===== config.mk =====
export PLATFORM = sky130hd
export DESIGN_NAME = fp_sqrt_iter
export DESIGN_NICKNAME = d
export VERILOG_FILES = /design/src/rtl/fp_sqrt_iter.sv
export SDC_FILE = /design/constraint.sdc
export NUM_CORES = 1
export LEC_CHECK = 0
export ABC_AREA = 1
export CAP_MARGIN = 10
export CORE_ASPECT_RATIO = 1.25
export CORE_MARGIN = 1
export CORE_UTILIZATION = 27
export DETAILED_ROUTE_END_ITERATION = 8
export DONT_BUFFER_PORTS = 1
export SETUP_SLACK_MARGIN = 0.15
export SLEW_MARGIN = 30
export SYNTH_ARGS = -nofsm -noshare
export SYNTH_HDL_FRONTEND = slang
export SYNTH_SLANG_ARGS = --single-unit

===== constraint.sdc =====
create_clock -name clk -period 4 [get_ports clk]
set_clock_uncertainty 0.15 [all_clocks]
set_input_delay 1 -clock clk [delete_from_list [all_inputs] [get_ports clk]]
set_output_delay 1 -clock clk [all_outputs]
set_load 0.01 [all_outputs]

===== src/rtl/fp_sqrt_iter.sv =====
// fp_sqrt_iter: multi-cycle IEEE-754 square root. A restoring radix-2 digit
// recurrence retires DPC root bits per cycle on one shared datapath; special
// operands bypass the recurrence and complete on the accept edge.
module fp_sqrt_iter #(
    parameter int unsigned EXP_W = 8,
    parameter int unsigned MAN_W = 23,
    parameter int unsigned DPC   = 1,
    parameter int unsigned TAG_W = 4
) (
    input  logic                 clk,
    input  logic                 rst_n,
    input  logic                 in_valid,
    output logic                 in_ready,
    input  logic [EXP_W+MAN_W:0] in_a,
    input  logic [2:0]           in_rm,
    input  logic [TAG_W-1:0]     in_tag,
    output logic                 out_valid,
    input  logic                 out_ready,
    output logic [EXP_W+MAN_W:0] out_y,
    output logic                 out_nv,
    output logic                 out_nx,
    output logic [TAG_W-1:0]     out_tag
);
    localparam int unsigned W     = 1 + EXP_W + MAN_W;
    localparam int unsigned R     = MAN_W + 2;          // leading 1, fraction, guard
    localparam int unsigned REM_W = R + 4;              // headroom for the <<2 before compare
    localparam int unsigned CNT_W = $clog2(R + 1);
    localparam int unsigned LZ_W  = $clog2(MAN_W + 2);
    localparam int unsigned EW    = EXP_W + LZ_W + 2;   // signed unbiased exponent
    localparam logic [CNT_W-1:0]     R_CNT = CNT_W'(R);
    localparam logic signed [EW-1:0] BIAS  = EW'((1 << (EXP_W - 1)) - 1);
    localparam logic [W-1:0] QNAN = {1'b0, {EXP_W{1'b1}}, 1'b1, {(MAN_W - 1){1'b0}}};

    typedef enum logic [2:0] {StIdle, StNorm, StIter, StRound, StDone} state_t;

    state_t             state_q, state_d;
    logic [W-2:0]       ef_q;
    logic [2:0]         rm_q;
    logic [TAG_W-1:0]   tag_q;
    logic [W-1:0]       y_q;
    logic               nv_q, nx_q;
    logic [2*R-1:0]     rad_q, rad_n;
    logic [REM_W-1:0]   rem_q, rem_n;
    logic [R-1:0]       root_q, root_n;
    logic [CNT_W-1:0]   cnt_q, cnt_n;
    logic [EXP_W-1:0]   exp_q;

    logic               accept;
    logic               in_special, spec_nv;
    logic [W-1:0]       spec_y;
    logic               is_nan, is_zero, is_inf;
    logic [EXP_W-1:0]   in_exp, a_exp;
    logic [MAN_W-1:0]   in_frac, a_frac;

    assign in_exp  = in_a[W-2:MAN_W];
    assign in_frac = in_a[MAN_W-1:0];
    assign a_exp   = ef_q[W-2:MAN_W];
    assign a_frac  = ef_q[MAN_W-1:0];
    assign accept  = in_valid & in_ready;

    // Classify the incoming operand and form its immediate result if special
    always_comb begin
        is_nan     = (&in_exp) & (|in_frac);
        is_inf     = (&in_exp) & ~(|in_frac);
        is_zero    = ~(|in_exp) & ~(|in_frac);
        in_special = is_nan | is_inf | is_zero | in_a[W-1];
        spec_y     = in_a;
        spec_nv    = 1'b0;
        if (is_nan) begin
            spec_y  = QNAN;
            spec_nv = ~in_frac[MAN_W-1];
        end else if (!is_zero && in_a[W-1]) begin
            spec_y  = QNAN;
            spec_nv = 1'b1;
        end
    end

    logic [LZ_W-1:0]      lz;
    logic [MAN_W:0]       sig;
    logic [R-1:0]         mant_in;
    logic signed [EW-1:0] e_unb, e_even;
    logic [EXP_W-1:0]     exp_norm;

    // Normalise the captured operand: significand, even exponent, result exponent
    always_comb begin
        lz = '0;
        for (int unsigned i = 0; i < MAN_W; i++) begin
            if (a_frac[i]) lz = LZ_W'(MAN_W - i);
        end
        if (a_exp != '0) begin
            sig   = {1'b1, a_frac};
            e_unb = $signed({{(EW - EXP_W){1'b0}}, a_exp}) - BIAS;
        end else begin
            sig   = {1'b0, a_frac} << lz;
            e_unb = $signed({{(EW - 1){1'b0}}, 1'b1}) - BIAS
                    - $signed({{(EW - LZ_W){1'b0}}, lz});
        end
        // Odd exponent: double the significand so the halved exponent is exact
        mant_in  = e_unb[0] ? {sig, 1'b0} : {1'b0, sig};
        e_even   = {e_unb[EW-1:1], 1'b0};
        exp_norm = EXP_W'({e_even[EW-1], e_even[EW-1:1]} + BIAS);
    end

    logic [REM_W-1:0] shifted, trial;

    // One ITER cycle: up to DPC restoring steps; steps past R are suppressed
    always_comb begin
        rad_n   = rad_q;
        rem_n   = rem_q;
        root_n  = root_q;
        cnt_n   = cnt_q;
        shifted = '0;
        trial   = '0;
        for (int unsigned j = 0; j < DPC; j++) begin
            if (cnt_n < R_CNT) begin
                shifted = {rem_n[REM_W-3:0], rad_n[2*R-1 -: 2]};
                trial   = {2'b00, root_n, 2'b01};
                rad_n   = rad_n << 2;
                if (shifted >= trial) begin
                    rem_n  = shifted - trial;
                    root_n = {root_n[R-2:0], 1'b1};
                end else begin
                    rem_n  = shifted;
                    root_n = {root_n[R-2:0], 1'b0};
                end
                cnt_n = cnt_n + CNT_W'(1);
            end
        end
    end

    logic             g_bit, l_bit, s_bit, up;
    logic [MAN_W:0]   mant_rnd;
    logic [W-1:0]     round_y;

    // Round the positive root; a carry-out leaves frac=0 and bumps the exponent
    always_comb begin
        g_bit = root_q[0];
        l_bit = root_q[1];
        s_bit = |rem_q;
        case (rm_q)
            3'b001, 3'b010: up = 1'b0;
            3'b011:         up = g_bit | s_bit;
            3'b100:         up = g_bit;
            default:        up = g_bit & (l_bit | s_bit);
        endcase
        mant_rnd = {1'b0, root_q[R-2:1]} + {{MAN_W{1'b0}}, up};
        round_y  = {1'b0, exp_q + EXP_W'(mant_rnd[MAN_W]), mant_rnd[MAN_W-1:0]};
    end

    // Next-state and input handshake decode
    always_comb begin
        state_d  = state_q;
        in_ready = 1'b0;
        case (state_q)
            StIdle: begin
                in_ready = 1'b1;
                if (in_valid) state_d = in_special ? StDone : StNorm;
            end
            StNorm:  state_d = StIter;
            StIter:  if (cnt_n == R_CNT) state_d = StRound;
            StRound: state_d = StDone;
            StDone: begin
                in_ready = out_ready;
                if (out_ready) begin
                    state_d = in_valid ? (in_special ? StDone : StNorm) : StIdle;
                end
            end
            default: state_d = StIdle;
        endcase
    end

    // FSM state register
    always_ff @(posedge clk or negedge rst_n) begin
        if (!rst_n) state_q <= StIdle;
        else        state_q <= state_d;
    end

    // Operand capture, recurrence registers and result registers
    always_ff @(posedge clk or negedge rst_n) begin
        if (!rst_n) begin
            ef_q   <= '0;
            rm_q   <= '0;
            tag_q  <= '0;
            y_q    <= '0;
            nv_q   <= 1'b0;
            nx_q   <= 1'b0;
            rad_q  <= '0;
            rem_q  <= '0;
            root_q <= '0;
            cnt_q  <= '0;
            exp_q  <= '0;
        end else begin
            if (accept) begin
                ef_q  <= in_a[W-2:0];
                rm_q  <= in_rm;
                tag_q <= in_tag;
                if (in_special) begin
                    y_q  <= spec_y;
                    nv_q <= spec_nv;
                    nx_q <= 1'b0;
                end
            end
            case (state_q)
                StNorm: begin
                    rad_q  <= {mant_in, {R{1'b0}}};
                    rem_q  <= '0;
                    root_q <= '0;
                    cnt_q  <= '0;
                    exp_q  <= exp_norm;
                end
                StIter: begin
                    rad_q  <= rad_n;
                    rem_q  <= rem_n;
                    root_q <= root_n;
                    cnt_q  <= cnt_n;
                end
                StRound: begin
                    y_q  <= round_y;
                    nv_q <= 1'b0;
                    nx_q <= g_bit | s_bit;
                end
                default: ;
            endcase
        end
    end

    assign out_valid = (state_q == StDone);
    assign out_y     = y_q;
    assign out_nv    = nv_q;
    assign out_nx    = nx_q;
    assign out_tag   = tag_q;

endmodule


# == Word-level counts from Yosys, hierarchy flattened ==
# Index checks and enable logic that the tools add are counted.
# word_totals
register_bits,192
out_inout_bits,40
# classes
addsub,7
n_lt_le_gt_ge,2
eq_ne,13
shift,1
muxes,57
n_bitwise,13
n_reduce_logical,15
# op_table
op,n
$mux 32,5
$mux 5,24
$pmux 50 s2,1
$mux 29,2
$pmux 29 s2,1
$mux 25,2
$mux 50,1
$pmux 25 s2,1
$ge 29x27->1,1
$reduce_or 29->1,1
$sub 29x27->29,1
$add 23x1->24,1
$mux 24,1
$shl 23x5->24,1
$reduce_or 23->1,1
$mux 3,5
$pmux 3 s5,1
$eq 3x2->1 const B,4
$pmux 5 s2,1
$mux 1,9
$mux 9,1
$sub 8x6->9 const A,1
$sub 8x7->9 const B,1
$add 8x1->8,1
other kinds (23),40

# == Depth between registers and ports, before layout ==
# Gate-level depths: netlist of run 1.
# depth
depth_word,27
depth_mapped,38
ltp_nobuf,37

# == Least setup slack after synthesis of run 1 ==
# No wires, ideal clock.
# synth_timing
path_kind,register to register
start,register rem_q[25]
end,"register y_q[29], in the netlist out_y[29]"
setup_time_ns,0.135
arrival_ns,3.762
required_time_ns,3.715
path_slack_ns,-0.047
stages_incl_launch_ff,30
path_buffers,0
synth_period_minus_slack_ns,4.047
cell_sequence,dfrtp_1 -> nor2_1 -> nand4_1 -> nor3_1 -> inv_1 -> nor2_1 -> o41ai_1 -> ha_1 -> nand4_1 -> nor2_1 -> nand2_1 -> nor2_1 -> inv_1 -> nor4_1 -> nand3_1 -> nor2_1 -> nand4_1 -> nor2_1 -> nand4_1 -> nor2_1 -> nand2_1 -> nor2_1 -> ha_1 -> ha_1 -> nand2_1 -> nor2_1 -> nand2_1 -> xnor2_1 -> a21oi_1 -> o21ai_0
# synth_via
elab_chain_cells,7
word_cells_on_any_way,8
# synth_lines
element,line_no,source
from (decl),43,"logic [REM_W-1:0] rem_q, rem_n;"
from (signal assigned),213,rem_q <= rem_n;
$reduce_or 29->1 *,139,s_bit = |rem_q;
$or 1x1->1,144,default: up = g_bit & (l_bit | s_bit);
$and 1x1->1,144,
$pmux 1 s3 *,140,case (rm_q)
$add 23x1->24 *,146,"mant_rnd = {1'b0, root_q[R-2:1]} + {{MAN_W{1'b0}}, up};"
$add 8x1->8 *,147,"round_y = {1'b0, exp_q + EXP_W'(mant_rnd[MAN_W]), mant_rnd[MAN_W-1:0]};"
$mux 32 *,203,case (state_q)
to (signal assigned),198,y_q <= spec_y;
to (signal assigned),218,y_q <= round_y;
to (decl),40,logic [W-1:0] y_q;
# Mark *: on every way between the ends. The rest lies on a longest branch, timed or not.
# A chain may end at the register's enable or synchronous reset.

# == Worst setup path in the final report of run 1 ==
# layout_timing
start,register rem_q[9]
end,"register y_q[5], in the netlist out_y[5]"
# layout_via
elab_chain_cells,6
word_cells_on_any_way,7
# layout_lines
element,line_no
$reduce_or 29->1 *,139
$or 1x1->1,144
$and 1x1->1,144
$pmux 1 s3 *,140
$add 23x1->24 *,146
$mux 32 *,203
# Marks and branches as above.

==> impl_metrics.yaml, run 1 <==
synth:
  synthAdderAreaFrac: 0.0414
  synthDistinctLibCells: 53
  synth_xor_area_frac: 0.0314
  synth_nets: 1600
  synth_area_mm2: 0.0109
  ys_ff_latch: 167
  yosysWarningCount: 0
  synth-compound-area-share: 0.169
  synth_top_family_by_area: "simple AND/OR/NAND/NOR gates"
  ys.flop_type: "dfrtp_1"
  yosys.area_share.simple: 0.286
  synth_edf_count: 0
  synth.area.mux_share: 0
  ys_async_sr_fraction: 1.00
  ys_seq_area_frac: 0.384
  syn_avg_cell_area_um2: 7.15
  netlist_instances: 1521
drt:
  vias: 10500
  drt_pre_antenna_iters: 5
  avgRoutedWirePerCell_um: 15.7
  drt_iter0_drc: 834
  ant_nets: 0
  drt_wl_total_um: 32900
  route.detailed.drc: 0
  viasPerCell: 5.03
timing:
  fin_crit_ns: 4.44
  fin_hold_ws_ns: 0.0985
  fin_ws_ns: -0.436
  hold_viol_final: 0
  setup_violations: 7
  slew_violations: 0
  rsz0062_at_grt: "yes"
  relSlewSlack: 0.453
  tns_ns: -1.42
  final.period_utilization: 1.11
  worstMarginPinSlew_ns: 0.817
  fmax_mhz: 225
grt:
  grt_max_degree: 168
  track_usage: 0.159
  top_usage_layer: "met2"
  use_met3: 0.0355
  grt_pass1_vias: 10200
  use_met2: 0.277
  gr-usage-met1: 0.191
  gr-total-overflow: 0
  grt_pass1_wl_um: 52500
  antenna_found_initial: 1
cts:
  clk_latency_ns: 0.44
  clockRootBuffer: "clkbuf_16"
  cts_buffer_depth: 2
  ctsHtreeMaxLevel: 4
  clk_pin_slew_ns: 0.07
  cts_sinks: 167
  cts_buffers: 17
  cts_tree: "yes"
  hold_buffers: 0
power:
  ir_drop_mv: 0.539
  power.total_mw: 11.3
  p_leak_nw: 6.03
  p_per_area_mw_per_mm2: 891
floorplan:
  start_util: 0.276
  row_count: 81
  core_area_mm2: 0.0394
  die_h_um: 226
  ios: 83
  die-area_mm2: 0.0411
  dieWidth_um: 181
setup_path:
  rr_startpoint: "rem_q[9]"
  endpoint_kind: "flip-flop"
  cp.required_ns: 4.18
  cp_slowest_stage_delay_ns: 0.36
  path_max_fanout: 2
  crit_slowest_cell: "dfrtp_1"
  crit_start: "rem_q[9]"
  cp.arrival_ns: 4.62
  crit_type: "flip-flop to flip-flop"
  cpMostUsedCell: "buf_4"
  critPathLaunchType: "flip-flop"
final_layout:
  syn2layout_area_growth_pct: 17.1
  drive_above_1_share: 0.126
  layout.nets: 1660
  fin_util: 0.323
  nFillCells: 4199
placement:
  gp_congestion: 0.901
  pre_cts_ws_ns: -0.311
  port_buffers: 0
  hpwl_um: 23900
run_status:
  outcome: "complete, but fails checks"
  violations: "negative setup slack"
worst_hold_path:
  hold_class: "input port to async pin"
flow_run:
  cap_violations: 0
metal layers:
layer / vias to the layer above / part of all wire
li1: 5227 / -
met1: 4993 / 0.43
met2: 235 / 0.50
met3: 69 / 0.048
met4: 2 / 0.029
met5: - / 0.00049
worst paths after layout:
check	to	slack [ns]	cells past startpoint
min in group clk	rad_q[39]	0.34	2
min	out_y[19]	0.1	0
min reg2reg	rad_q[39]	0.34	2
max in group asynchronous	ef_q[17]	3.40	0
max	out_y[5]	-0.44	32
max reg2reg	out_y[5]	-0.44	32
cell usage in the layout (no fill, tap or decap), types with 3 or more instances in the layout:
| cell | synthesis | layout |
|---|---|---|
| a21oi_1 | 75 | 74 |
| a21oi_2 | 2 | 3 |
| a22oi_1 | 4 | 4 |
| a31oi_1 | 12 | 12 |
| a32o_1 | 3 | 3 |
| buf_4 | 1 | 99 |
| clkbuf_16 | 0 | 17 |
| clkinv_1 | 4 | 3 |
| dfrtp_1 | 167 | 167 |
| ha_1 | 36 | 33 |
| inv_1 | 174 | 171 |
| inv_2 | 3 | 6 |
| inv_6 | 0 | 5 |
| inv_8 | 0 | 4 |
| nand2_1 | 393 | 391 |
| nand2_2 | 4 | 6 |
| nand3_1 | 156 | 154 |
| nand3_2 | 8 | 10 |
| nand4_1 | 18 | 18 |
| nor2_1 | 77 | 67 |
| nor2_2 | 0 | 7 |
| nor2_4 | 0 | 3 |
| nor3_1 | 20 | 18 |
| nor3_2 | 2 | 4 |
| nor4_1 | 16 | 14 |
| o21ai_0 | 137 | 133 |
| o21ai_1 | 19 | 22 |
| o21ai_2 | 5 | 6 |
| o221ai_1 | 3 | 3 |
| o22ai_1 | 47 | 46 |
| o31ai_1 | 4 | 4 |
| or2_2 | 9 | 9 |
| xnor2_1 | 11 | 11 |
| xor2_1 | 28 | 28 |
layout make-up:
cell class              count  area (µm²)  share of cell area
well taps                 498         623              0.0489
repair buffers            101         783              0.0615
multi-input cells        1113        5880               0.462
clock inverters            14         159              0.0125
clock buffers              18         429              0.0337
diodes                      1        2.50            0.000196
flip-flops and latches    167        4180               0.328
inverters                 181         681              0.0534
critical path: cells and delay by family (launching register included):
kind	cells	cell delay [ns]
AND/OR/NAND/NOR	8	0.70
AO/OA/AOI/OAI	2	0.27
adder cells (fa/ha/maj)	1	0.28
flip-flops	1	0.36
buffers and inverters	21	2.56
synth_stat cells, drive strengths merged (21+ instances only):
cell type | count | area share
ha | 36 | 0.041
buf | 21 | 0.011
dfrtp | 167 | 0.38
xor2 | 28 | 0.023
nand3 | 164 | 0.079
nor3 | 22 | 0.011
a21oi | 77 | 0.036
inv | 177 | 0.061
nor2 | 77 | 0.027
clkbuf | 39 | 0.014
o22ai | 47 | 0.027
nand2 | 399 | 0.14
o21ai | 161 | 0.076
through the flow:
stage | cell area, µm² | instances
after floorplan | 10900 | 1521
after global placement | 11800 | 2029
after detailed placement | 11800 | 2029
after CTS | 12700 | 2088
after global routing | 12700 | 2092
final | 12700 | 2093
report_power, final:
| group | total (mW) | switching, mW | internal, mW | leakage, nW |
|---|---|---|---|---|
| Combinational | 6.88 | 4.46 | 2.42 | 3.61 |
| Sequential | 2.79 | 0.494 | 2.30 | 2.13 |
| Clock | 1.68 | 0.786 | 0.890 | 0.283 |
flip-flops by register name, summed over array words and instances, names as in the netlist, 3 cells and up:
| name | cells |
|---|---|
| exp_q | 8 |
| out_y | 32 |
| rad_q | 25 |
| out_tag | 4 |
| rem_q | 29 |
| rm_q | 3 |
| root_q | 25 |
| ef_q | 31 |
| state_q | 3 |
| cnt_q | 5 |
kinds of logic (layout without fill, tap and decap cells):
logic type | Yosys count | after routing
compound gates | 326 | 326
fa+ha+maj | 36 | 36
simple gates | 712 | 712
buf+inv | 241 | 314
other cells | 0 | 1
flops | 167 | 167
xor+xnor | 39 | 39
what timing repair did:
item,CTS,global route
endpoints found under the setup margin,9,36
cloned,0,0
gates resized for setup,18,16
setup buffers,27,4
pin swaps,7,3
(Power assumes the default switching activity.)
==> run 2: changes to the inputs <==
--- a/config.mk
+++ b/config.mk
@@ -7,7 +7,7 @@
 export LEC_CHECK = 0
 export ABC_AREA = 1
 export CAP_MARGIN = 10
-export CORE_ASPECT_RATIO = 1.25
+export CORE_ASPECT_RATIO = 0.75
 export CORE_MARGIN = 1
 export CORE_UTILIZATION = 27
 export DETAILED_ROUTE_END_ITERATION = 8
==> run 2 against run 1 <==
Net effect:
- the run ends with design-rule violations, negative setup slack left
- critical path depth is 2 higher
- first-iteration DRC count is 40% higher
- core utilization is 0.63 points higher
- flip-flop and latch count stayed put
- largest cell class unchanged
==> impl_metrics.yaml, run 2 (synthesis results as in run 1) <==
run_status:
  outcome: "complete, but fails checks"
  violations: "design-rule violations, negative setup slack"
timing:
  rsz0062_at_grt: "yes"
  slew_violations: 0
  fmax_mhz: 219
  relSlewSlack: 0.537
  final.period_utilization: 1.14
  hold_viol_final: 0
  fin_ws_ns: -0.576
  setup_violations: 10
  worstMarginPinSlew_ns: 0.690
  fin_hold_ws_ns: 0.129
  fin_crit_ns: 4.58
final_layout:
  instances_no_fill: 2122
  multi_input_area_mm2: 0.00595
  ff_latch_area_mm2: 0.00418
  layout.nets: 1668
  diodes: 0
  final_cell_mix: "389 x nand2_1, 169 x inv_1, 167 x dfrtp_1"
  drive_above_1_share: 0.139
  largest_reg_flops: 32
  final_common_cell: "nand2_1"
  syn2layout_area_growth_pct: 19.9
  nFillCells: 4200
setup_path:
  cpMostUsedCell: "buf_6"
  crit_type: "flip-flop to flip-flop"
  cp_top_family: "buffers and inverters"
  crit_slowest_cell: "dfrtp_1"
  endpoint_kind: "flip-flop"
  crit_buf_inv: 23
  cp.required_ns: 4.17
  cp_slowest_stage_delay_ns: 0.38
  reg2reg_slack_ns: -0.58
  crit_start: "rem_q[26]"
  worst-r2r-cell-count: 34
  cp.arrival_ns: 4.75
  path_max_fanout: 2
  rr_startpoint: "rem_q[26]"
  regToRegEndpoint: "out_y[5]"
  critPathLaunchType: "flip-flop"
grt:
  grt_pass1_vias: 10100
  grt_pass1_wl_um: 54200
  track_usage: 0.164
  grt_max_degree: 168
  antenna_found_initial: 0
  gr-total-overflow: 0
cts:
  cts_buffer_depth: 2
  cts_buffers: 17
  hold_buffers: 0
  clockRootBuffer: "clkbuf_16"
  cts_tree: "yes"
  clk_pin_slew_ns: 0.07
  clk_latency_ns: 0.44
  cts_sinks: 167
  ctsHtreeMaxLevel: 4
drt:
  drt_pre_antenna_iters: 9
  viasPerCell: 5.11
  route.detailed.drc: 2
  drt_wl_total_um: 34000
  vias: 10800
  avgRoutedWirePerCell_um: 16.0
  ant_nets: 0
  drt_iter0_drc: 1164
floorplan:
  core_area_mm2: 0.0396
  ios: 83
  die-area_mm2: 0.0411
  die_h_um: 176
  dieWidth_um: 234
  start_util: 0.275
  row_count: 63
placement:
  hpwl_um: 24300
  dp_cells: 2054
  port_buffers: 0
  gp_congestion: 0.937
power:
  p_leak_nw: 6.14
  power.total_mw: 11.6
  ir_drop_mv: 0.341
  p_per_area_mw_per_mm2: 893
flow_run:
  cap_violations: 0
worst_hold_path:
  hold_class: "input port to async pin"
run 2: what timing repair did:
action | in CTS | in global routing
buffers inserted | 29 | 7
gates cloned | 0 | 0
resized for setup | 15 | 64
setup endpoints to repair | 9 | 25
pin swaps | 3 | 17
run 2: final cells by class:
class	count	area share
clock buffer	19	0.0340
clock inverter	13	0.0145
inverter	181	0.0524
multi-input combinational	1113	0.456
sequential	167	0.321
tap	520	0.0499
timing repair buffer	109	0.0722
run 2: worst register-to-register path: cells and delay by family, from the launching register on:
family,cells,cell delay (ns)
buffers and inverters,23,2.43
AND/OR/NAND/NOR,8,0.82
flip-flops,1,0.38
AO/OA/AOI/OAI,2,0.37
adder cells (fa/ha/maj),1,0.28
run 2: power by group:
part           total, mW  switching [mW]  internal [mW]
logic               7.02            4.55           2.48
registers           2.80           0.502           2.30
clock network       1.82           0.791           1.03
run 2: metrics by stage:
stage               setup slack [ns]  area, µm²   util  setup TNS, ns
finish                        -0.576      13000  0.329          -3.11
global route                  -0.752      13000  0.329          -5.72
CTS                           -0.234      12800  0.322          -1.53
detailed placement            -0.352      11800  0.299          -1.57
global placement              -0.265      11800  0.299          -1.09
floorplan                     0.0863      10900      -              0
run 2: how the worst max path moves through the flow:
stage | to | slack (ns) | cells past startpoint
floorplan | out_y[29] | 0.09 | 29
global placement | out_y[29] | -0.27 | 29
detailed placement | out_y[29] | -0.35 | 29
CTS | out_y[29] | -0.23 | 29
global route | out_y[29] | -0.75 | 29
finish | out_y[5] | -0.58 | 34
run 2: routing by layer:
layer	share of wire	up-vias	wire, µm	track usage
met1	0.48	5164	16400	0.240
met5	0	-	0	0
met4	0.022	0	763	0.0528
li1	-	5253	-	-
met2	0.43	373	14800	0.249
met3	0.062	49	2110	0.0201
